### config.mk
export PLATFORM = sky130hd
export DESIGN_NAME = if_id_skid_flat
export DESIGN_NICKNAME = d
export VERILOG_FILES = /design/src/rtl/if_id_skid_if.sv /design/src/rtl/if_id_skid.sv /design/src/flat_wrapper.sv
export SDC_FILE = /design/constraint.sdc
export NUM_CORES = 1
export LEC_CHECK = 0
export ABC_CLOCK_PERIOD_IN_PS = 7300
export CORE_UTILIZATION = 51
export CTS_BUF_LIST = sky130_fd_sc_hd__clkbuf_16
export DETAILED_ROUTE_END_ITERATION = 8
export PLACE_DENSITY = 0.81
export SLEW_MARGIN = 20
export SYNTH_ARGS = -nofsm -noshare
export SYNTH_HDL_FRONTEND = slang
export SYNTH_SLANG_ARGS = --single-unit
### constraint.sdc
create_clock -name clk -period 7.3 [get_ports clk]
set_input_delay 1.46 -clock clk [delete_from_list [all_inputs] [get_ports clk]]
set_output_delay 1.46 -clock clk [all_outputs]
set_load 0.02 [all_outputs]
### src/rtl/if_id_skid_if.sv
// IF/ID boundary handshake bundle: fetch-side offer, decode-side presentation, flush.
interface if_id_skid_if #(
  parameter int XLEN   = 32,
  parameter int SIDE_W = 4
);
  logic              up_valid;
  logic              up_ready;
  logic [XLEN-1:0]   up_pc;
  logic [XLEN-1:0]   up_instr;
  logic [SIDE_W-1:0] up_side;
  logic              flush;
  logic              dn_valid;
  logic              dn_ready;
  logic [XLEN-1:0]   dn_pc;
  logic [XLEN-1:0]   dn_instr;
  logic [SIDE_W-1:0] dn_side;

  modport slave (
    input  up_valid, up_pc, up_instr, up_side, flush, dn_ready,
    output up_ready, dn_valid, dn_pc, dn_instr, dn_side
  );

  modport master (
    output up_valid, up_pc, up_instr, up_side, flush, dn_ready,
    input  up_ready, dn_valid, dn_pc, dn_instr, dn_side
  );
endinterface

### src/rtl/if_id_skid.sv
// IF/ID pipeline register with a two-entry skid buffer; all outputs come straight
// from flops so neither stall signal crosses the boundary combinationally.
module if_id_skid #(
  parameter int              XLEN      = 32,
  parameter int              SIDE_W    = 4,
  parameter logic [XLEN-1:0] NOP_INSTR = XLEN'(32'h00000013),
  parameter int              CNT_W     = 16
) (
  input  logic             clk,
  input  logic             rst,
  if_id_skid_if.slave      bus,
  output logic [1:0]       occupancy,
  output logic [CNT_W-1:0] stall_cnt
);

  typedef struct packed {
    logic [XLEN-1:0]   pc;
    logic [XLEN-1:0]   instr;
    logic [SIDE_W-1:0] side;
  } entry_t;

  // Encoding doubles as the occupancy count.
  typedef enum logic [1:0] {EMPTY = 2'd0, ONE = 2'd1, FULL = 2'd2} state_t;

  localparam entry_t NOP_E = '{pc: '0, instr: NOP_INSTR, side: '0};

  state_t           state_q, state_d;
  entry_t           main_q, main_d;
  entry_t           skid_q, skid_d;
  logic [CNT_W-1:0] stall_cnt_q;
  entry_t           up_e;
  logic             up_xfer;

  assign up_e    = '{pc: bus.up_pc, instr: bus.up_instr, side: bus.up_side};
  assign up_xfer = bus.up_valid && (state_q != FULL);

  always_comb begin
    state_d = state_q;
    main_d  = main_q;
    skid_d  = skid_q;
    unique case (state_q)
      EMPTY: begin
        if (up_xfer) begin
          state_d = ONE;
          main_d  = up_e;
        end
      end
      ONE: begin
        if (bus.dn_ready) begin
          if (up_xfer) begin
            main_d = up_e;
          end else begin
            state_d = EMPTY;
            main_d  = NOP_E;
          end
        end else if (up_xfer) begin
          state_d = FULL;
          skid_d  = up_e;
        end
      end
      FULL: begin
        if (bus.dn_ready) begin
          state_d = ONE;
          main_d  = skid_q;
          skid_d  = NOP_E;
        end
      end
      default: begin
        state_d = EMPTY;
        main_d  = NOP_E;
        skid_d  = NOP_E;
      end
    endcase
    // Flush wins over everything; an entry consumed this cycle is still gone.
    if (bus.flush) begin
      state_d = EMPTY;
      main_d  = NOP_E;
      skid_d  = NOP_E;
    end
  end

  always_ff @(posedge clk or posedge rst) begin
    if (rst) begin
      state_q <= EMPTY;
      main_q  <= NOP_E;
      skid_q  <= NOP_E;
    end else begin
      state_q <= state_d;
      main_q  <= main_d;
      skid_q  <= skid_d;
    end
  end

  always_ff @(posedge clk or posedge rst) begin
    if (rst) begin
      stall_cnt_q <= '0;
    end else if (bus.dn_valid && !bus.dn_ready && (stall_cnt_q != '1)) begin
      stall_cnt_q <= stall_cnt_q + CNT_W'(1);
    end
  end

  assign bus.up_ready = (state_q != FULL);
  assign bus.dn_valid = (state_q != EMPTY);
  assign bus.dn_pc    = main_q.pc;
  assign bus.dn_instr = main_q.instr;
  assign bus.dn_side  = main_q.side;
  assign occupancy    = state_q;
  assign stall_cnt    = stall_cnt_q;

endmodule

### src/flat_wrapper.sv
// flat-port wrapper written by rule: the top's interface ports become plain ports
module if_id_skid_flat 
#(
  parameter int              XLEN      = 32,
  parameter int              SIDE_W    = 4,
  parameter logic [XLEN-1:0] NOP_INSTR = XLEN'(32'h00000013),
  parameter int              CNT_W     = 16
)
  (clk, rst, occupancy, stall_cnt, bus_up_valid, bus_up_pc, bus_up_instr, bus_up_side, bus_flush, bus_dn_ready, bus_up_ready, bus_dn_valid, bus_dn_pc, bus_dn_instr, bus_dn_side);
  if_id_skid_if #(.XLEN(XLEN), .SIDE_W(SIDE_W)) bus_i ();
  input  logic clk;
  input  logic rst;
  output logic [1:0] occupancy;
  output logic [CNT_W-1:0] stall_cnt;
  input wire logic [$bits(bus_i.up_valid)-1:0] bus_up_valid;
  input wire logic [$bits(bus_i.up_pc)-1:0] bus_up_pc;
  input wire logic [$bits(bus_i.up_instr)-1:0] bus_up_instr;
  input wire logic [$bits(bus_i.up_side)-1:0] bus_up_side;
  input wire logic [$bits(bus_i.flush)-1:0] bus_flush;
  input wire logic [$bits(bus_i.dn_ready)-1:0] bus_dn_ready;
  output wire logic [$bits(bus_i.up_ready)-1:0] bus_up_ready;
  output wire logic [$bits(bus_i.dn_valid)-1:0] bus_dn_valid;
  output wire logic [$bits(bus_i.dn_pc)-1:0] bus_dn_pc;
  output wire logic [$bits(bus_i.dn_instr)-1:0] bus_dn_instr;
  output wire logic [$bits(bus_i.dn_side)-1:0] bus_dn_side;
  assign bus_i.up_valid = bus_up_valid;
  assign bus_i.up_pc = bus_up_pc;
  assign bus_i.up_instr = bus_up_instr;
  assign bus_i.up_side = bus_up_side;
  assign bus_i.flush = bus_flush;
  assign bus_i.dn_ready = bus_dn_ready;
  assign bus_up_ready = bus_i.up_ready;
  assign bus_dn_valid = bus_i.dn_valid;
  assign bus_dn_pc = bus_i.dn_pc;
  assign bus_dn_instr = bus_i.dn_instr;
  assign bus_dn_side = bus_i.dn_side;
  if_id_skid #(.XLEN(XLEN), .SIDE_W(SIDE_W), .NOP_INSTR(NOP_INSTR), .CNT_W(CNT_W)) u_core (.clk(clk), .rst(rst), .bus(bus_i), .occupancy(occupancy), .stall_cnt(stall_cnt));
endmodule
# Word level (Yosys, flattened, before mapping)
# Cells that the tools add are included.
[totals]
ff_bits = 154
in_bits = 73
output_inout_bits = 88
wordCells = 47
[classes]
addsub = 1
eq_ne = 12
n_mux = 17
n_reduce_logical = 9
[op_table]
columns = ["operator", "n"]
rows = [
  ["$mux W68", 8],
  ["$pmux W68 S3", 2],
  ["$add A16 B1 Y16 const B", 1],
  ["$ne A16 B16 Y1 const B", 1],
  ["$mux W2", 6],
  ["$ne A3 B3 Y1 const B", 3],
  ["$reduce_and A4 Y1", 2],
  ["$ne A3 B2 Y1 const B", 2],
  ["$pmux W2 S3", 1],
  ["$ne A2 B2 Y1 const B", 2],
  ["$ne A4 B3 Y1 const B", 1],
  ["$ne A4 B4 Y1 const B", 1],
  ["$logic_and A1 B1 Y1", 3],
  ["$reduce_and A3 Y1", 1],
  ["$eq A2 B1 Y1 const B", 1],
  ["$eq A2 B2 Y1 const B", 1],
  ["$logic_not A2 Y1", 1],
  ["$reduce_bool A2 Y1", 1],
  ["$logic_not A1 Y1", 1],
]

# Logic depth before layout (Yosys ltp)
[logic_depth]
depth_word = 6
ltp_mapped = 8
depth_no_buf = 5

# Worst setup path after synthesis
# Ideal clock, no wire load.
[synth_timing]
kind = "register to output"
start = "register u_core.state_q[1], in the netlist u_core.occupancy[1]"
end = "output bus_dn_valid"
arrival_ns = 1.466
t_required_ns = 5.840
path_slack_ns = 4.374
path_stages_with_launch = 5
n_path_buf = 3
cell_sequence = "dfrtp_1 > buf_2 > clkbuf_1 > clkbuf_1 > or2_2"
[synth_via]
elab_chain_cells = 1
[synth_lines]
columns = ["item", "line_no", "source"]
rows = [
  ["from (decl)", "if_id_skid.sv:27", "state_t state_q, state_d;"],
  ["from (signal assigned)", "if_id_skid.sv:88", "state_q <= state_d;"],
  ["$reduce_bool A2 Y1", "if_id_skid.sv:103", "assign bus.dn_valid = (state_q != EMPTY);"],
  ["to (decl)", "flat_wrapper.sv:22", "output wire logic [$bits(bus_i.dn_valid)-1:0] bus_dn_valid;"],
]
# Every way passes these cells.

# Final worst setup path
[layout_timing]
start = "register u_core.state_q[0], in the netlist u_core.occupancy[0]"
end = "output bus_up_ready"
[layout_via]
elab_chain_cells = 1
[layout_lines]
columns = ["item", "line_no", "source"]
rows = [
  ["$ne A2 B2 Y1", "if_id_skid.sv:102", "assign bus.up_ready = (state_q != FULL);"],
  ["to (decl)", "flat_wrapper.sv:21", "output wire logic [$bits(bus_i.up_ready)-1:0] bus_up_ready;"],
]
# Every way passes these cells.

==> summary.txt <==
outcome -> completed
RSZ-0062 raised after global routing -> false
Hold EP -> u_core.bus.dn_instr[1]
DR WL met2 -> 8.727 mm
Synth Flop Type -> dfrtp_1
fmax -> 207.1 MHz
Num CTS Buffers -> 17
crit path launch type -> flip-flop
Avg WL per Cell -> 17.63 um
global-route usage over all layers -> 0.2600
Rel. slew slack -> 0.3722
fraction of registers with async set/reset -> 1.000
Layout area overhead -> 30.18%
H-Tree Level Count -> 4
Hold Vio Cnt, Final -> 0
CP Class -> reg2out
PostCTS Resize Cnt -> 0
IO Count -> 161
hold-fix buffers at CTS -> 0
Layout Skew -> 0.005423 ns
EDFF count, synth -> 0
Synth Instances -> 702
detailed-route via count -> 5935
met3 wire len -> 1.308 mm
synthesized cell area -> 7213 um2
# setup viols final -> 0
CP max FO -> 61
Worst-Margin Slew -> 0.9417 ns
WL met1 -> 7.772 mm
WL final -> 18.07 mm
row cnt -> 43
max cap viols -> 0
slowest CP cell -> clkinv_2
Max Transition Viols Final -> 0
post-layout net count -> 906
layout cell share with drive strength beyond 1 -> 0.06509
Hold Crit Depth -> 2
CP Capture Type -> output port
antenna-violating nets left -> 0
Top Layer Used -> met4
DP Cell Count -> 993
first element of the critical path -> u_core.occupancy[0]
syn_nets -> 776
VDD IR max -> 156.8 uV
DP HPWL -> 11.40 mm
via-per-instance ratio -> 5.790
vias in the first global route -> 5880
YS warnings -> 0
die area -> 14620 um2
Fill cells -> 1005
Clock Tree Root -> clkbuf_16
hold wc startpoint -> u_core.bus.dn_instr[1]
synth top area cells -> dfrtp_1 51%, mux2i_1 9.2%, a22o_1 8.6%, nand2_1 6.9%, o22ai_1 5.1%
Tmin final -> 4.828 ns
Worst path max stage delay -> 0.93 ns
Die Y-Extent -> 120.9 um
first-pass GRT wire length -> 29.53 mm
FF-to-FF Start -> u_core.occupancy[0]
Leakage -> 0.004303 uW
largest net degree at the start of global routing -> 81
Yosys cell types -> 49
final setup TNS -> 0 ns
Die Span X -> 120.9 um
TritonCTS clock tree -> done
GP Congestion -> 0.8301
Critical Path AT -> 3.37 ns
Layout Cells excl Fill -> 1025
initial antenna violation count -> 0
Starting Density -> 0.5217
Design Power -> 2227 uW
PD cells -> 237.1 nW/um2
GRT overflow -> 0
PortBufs -> 160
WP data required -> 5.84 ns
crit share post-route -> 0.6614
Clock transition at path regs -> 0.06 ns
area share of the largest cell type after synthesis -> 0.5134
worst min-delay path category -> reg2reg
register bit count reported by yosys -> 154
DRC violation total after the first TritonRoute iteration -> 458
CP Cell Sequence -> nor2b_1 > clkinv_2 > clkdlybuf4s50_1
R2R cell count -> 4
first-pass iteration count of the detailed router -> 5
reg2reg end -> u_core.bus.dn_pc[31]
biggest area consumer among synthesized cells -> dfrtp_1
residual DRC count -> 0
core area -> 13830 um2
Diodes inserted -> 0
post-CTS setup buffers -> 0
maximum clock insertion buffer count -> 2
Clock Latency Late Sink -> 0.43 ns
register area share after synthesis -> 0.5353
r2r setup slk -> 4.35 ns
clock sinks -> 154
Synth Area per Inst -> 10.28 um2
[cell usage in the layout (no fill, tap or decap), drive strengths merged, types with 8 or more instances in the layout]
master         Yosys  layout
mux2i             66      66
clkdlybuf4s50      0     160
dfrtp            148     148
inv               74      78
nand2            133     133
a22o              71      71
o22ai             59      59
clkinv             1       9
clkbuf            22      17
nand4              8       8
[registers in the layout (all words and copies together), names as in the netlist]
name                 cells
u_core.occupancy         2
u_core.skid_q           68
u_core.stall_cnt        16
u_core.bus.dn_instr     32
u_core.bus.dn_pc        32
u_core.bus.dn_side       4
[worst max-delay path: cells and delay by family (launching register included)]
kind | cells | cell delay, ns
simple gates | 1 | 0.65
buf+inv | 2 | 1.72
flops | 1 | 0.56
[stage by stage]
step             util  hold slack (ns)  cell area [um2]  setup WS, ns
2_1_floorplan       -           0.4914             7213         1.700
3_3_place_gp   0.6393           0.4499             8840         3.273
3_5_place_dp   0.6397           0.4501             8845         3.191
4_1_cts        0.6790           0.4650             9389         2.803
5_1_grt        0.6791           0.4715             9390         2.320
6_report       0.6791           0.4632             9390         2.472
[cell usage after synthesis (3+ instances only)]
library cell and n:
buf_2 24, dfstp_2 6, nand2b_1 7, a22o_1 71, and3_1 3, a21oi_1 4
nor2b_1 3, xor2_1 5, nand4_1 7, inv_1 73, o21ai_0 6, mux2_2 4
nand3_1 6, buf_4 5, nor3_1 3, buf_6 3, nand2_1 133, dfrtp_1 148
xnor2_1 6, mux2i_1 66, clkbuf_1 21, o22ai_1 59, nor2_1 7, a32oi_1 3
[report_power, final]
group          internal [uW]  switching (uW)
clock network            490             339
registers                921            49.7
logic                    197             230
[cell families (layout without fill, tap and decap cells)]
group,Yosys count,count (layout),synth area share
simple gates,181,181,0.1124
compound gates,154,154,0.1601
mux,71,71,0.09939
xor+xnor,11,11,0.01336
flops,154,154,0.5353
buf+inv,130,273,0.07771
fa+ha+maj,1,1,0.001734
[how the worst max path moves through the flow]
stage                              end  slack [ns]  cells past startpoint
2_1_floorplan  u_core.bus.dn_instr[10]        1.70                      1
3_3_place_gp          u_core.skid_q[5]        3.27                      6
3_5_place_dp          u_core.skid_q[4]        3.19                      6
4_1_cts                   bus_up_ready        2.80                      3
5_1_grt                   bus_up_ready        2.32                      3
6_report                  bus_up_ready        2.47                      3
[routing by layer]
| layer | global-route usage | vias up |
|---|---|---|
| met4 | 0.09414 | 0 |
| met1 | 0.3399 | 2972 |
| li1 | - | 2684 |
| met3 | 0.07284 | 19 |
| met2 | 0.4132 | 260 |
| met5 | 0 | - |
[layout make-up]
class	instances	area, um2	share of cell area
Clock inverter	15	118.9	0.01266
Inverter	75	287.8	0.03065
Timing Repair Buffer	166	1647	0.1753
Tap cell	180	225.2	0.02398
Clock buffer	17	425.4	0.04530
Multi-Input combinational cell	418	2824	0.3007
Sequential cell	154	3862	0.4113
No activity file was read; power rests on OpenSTA's default activity.
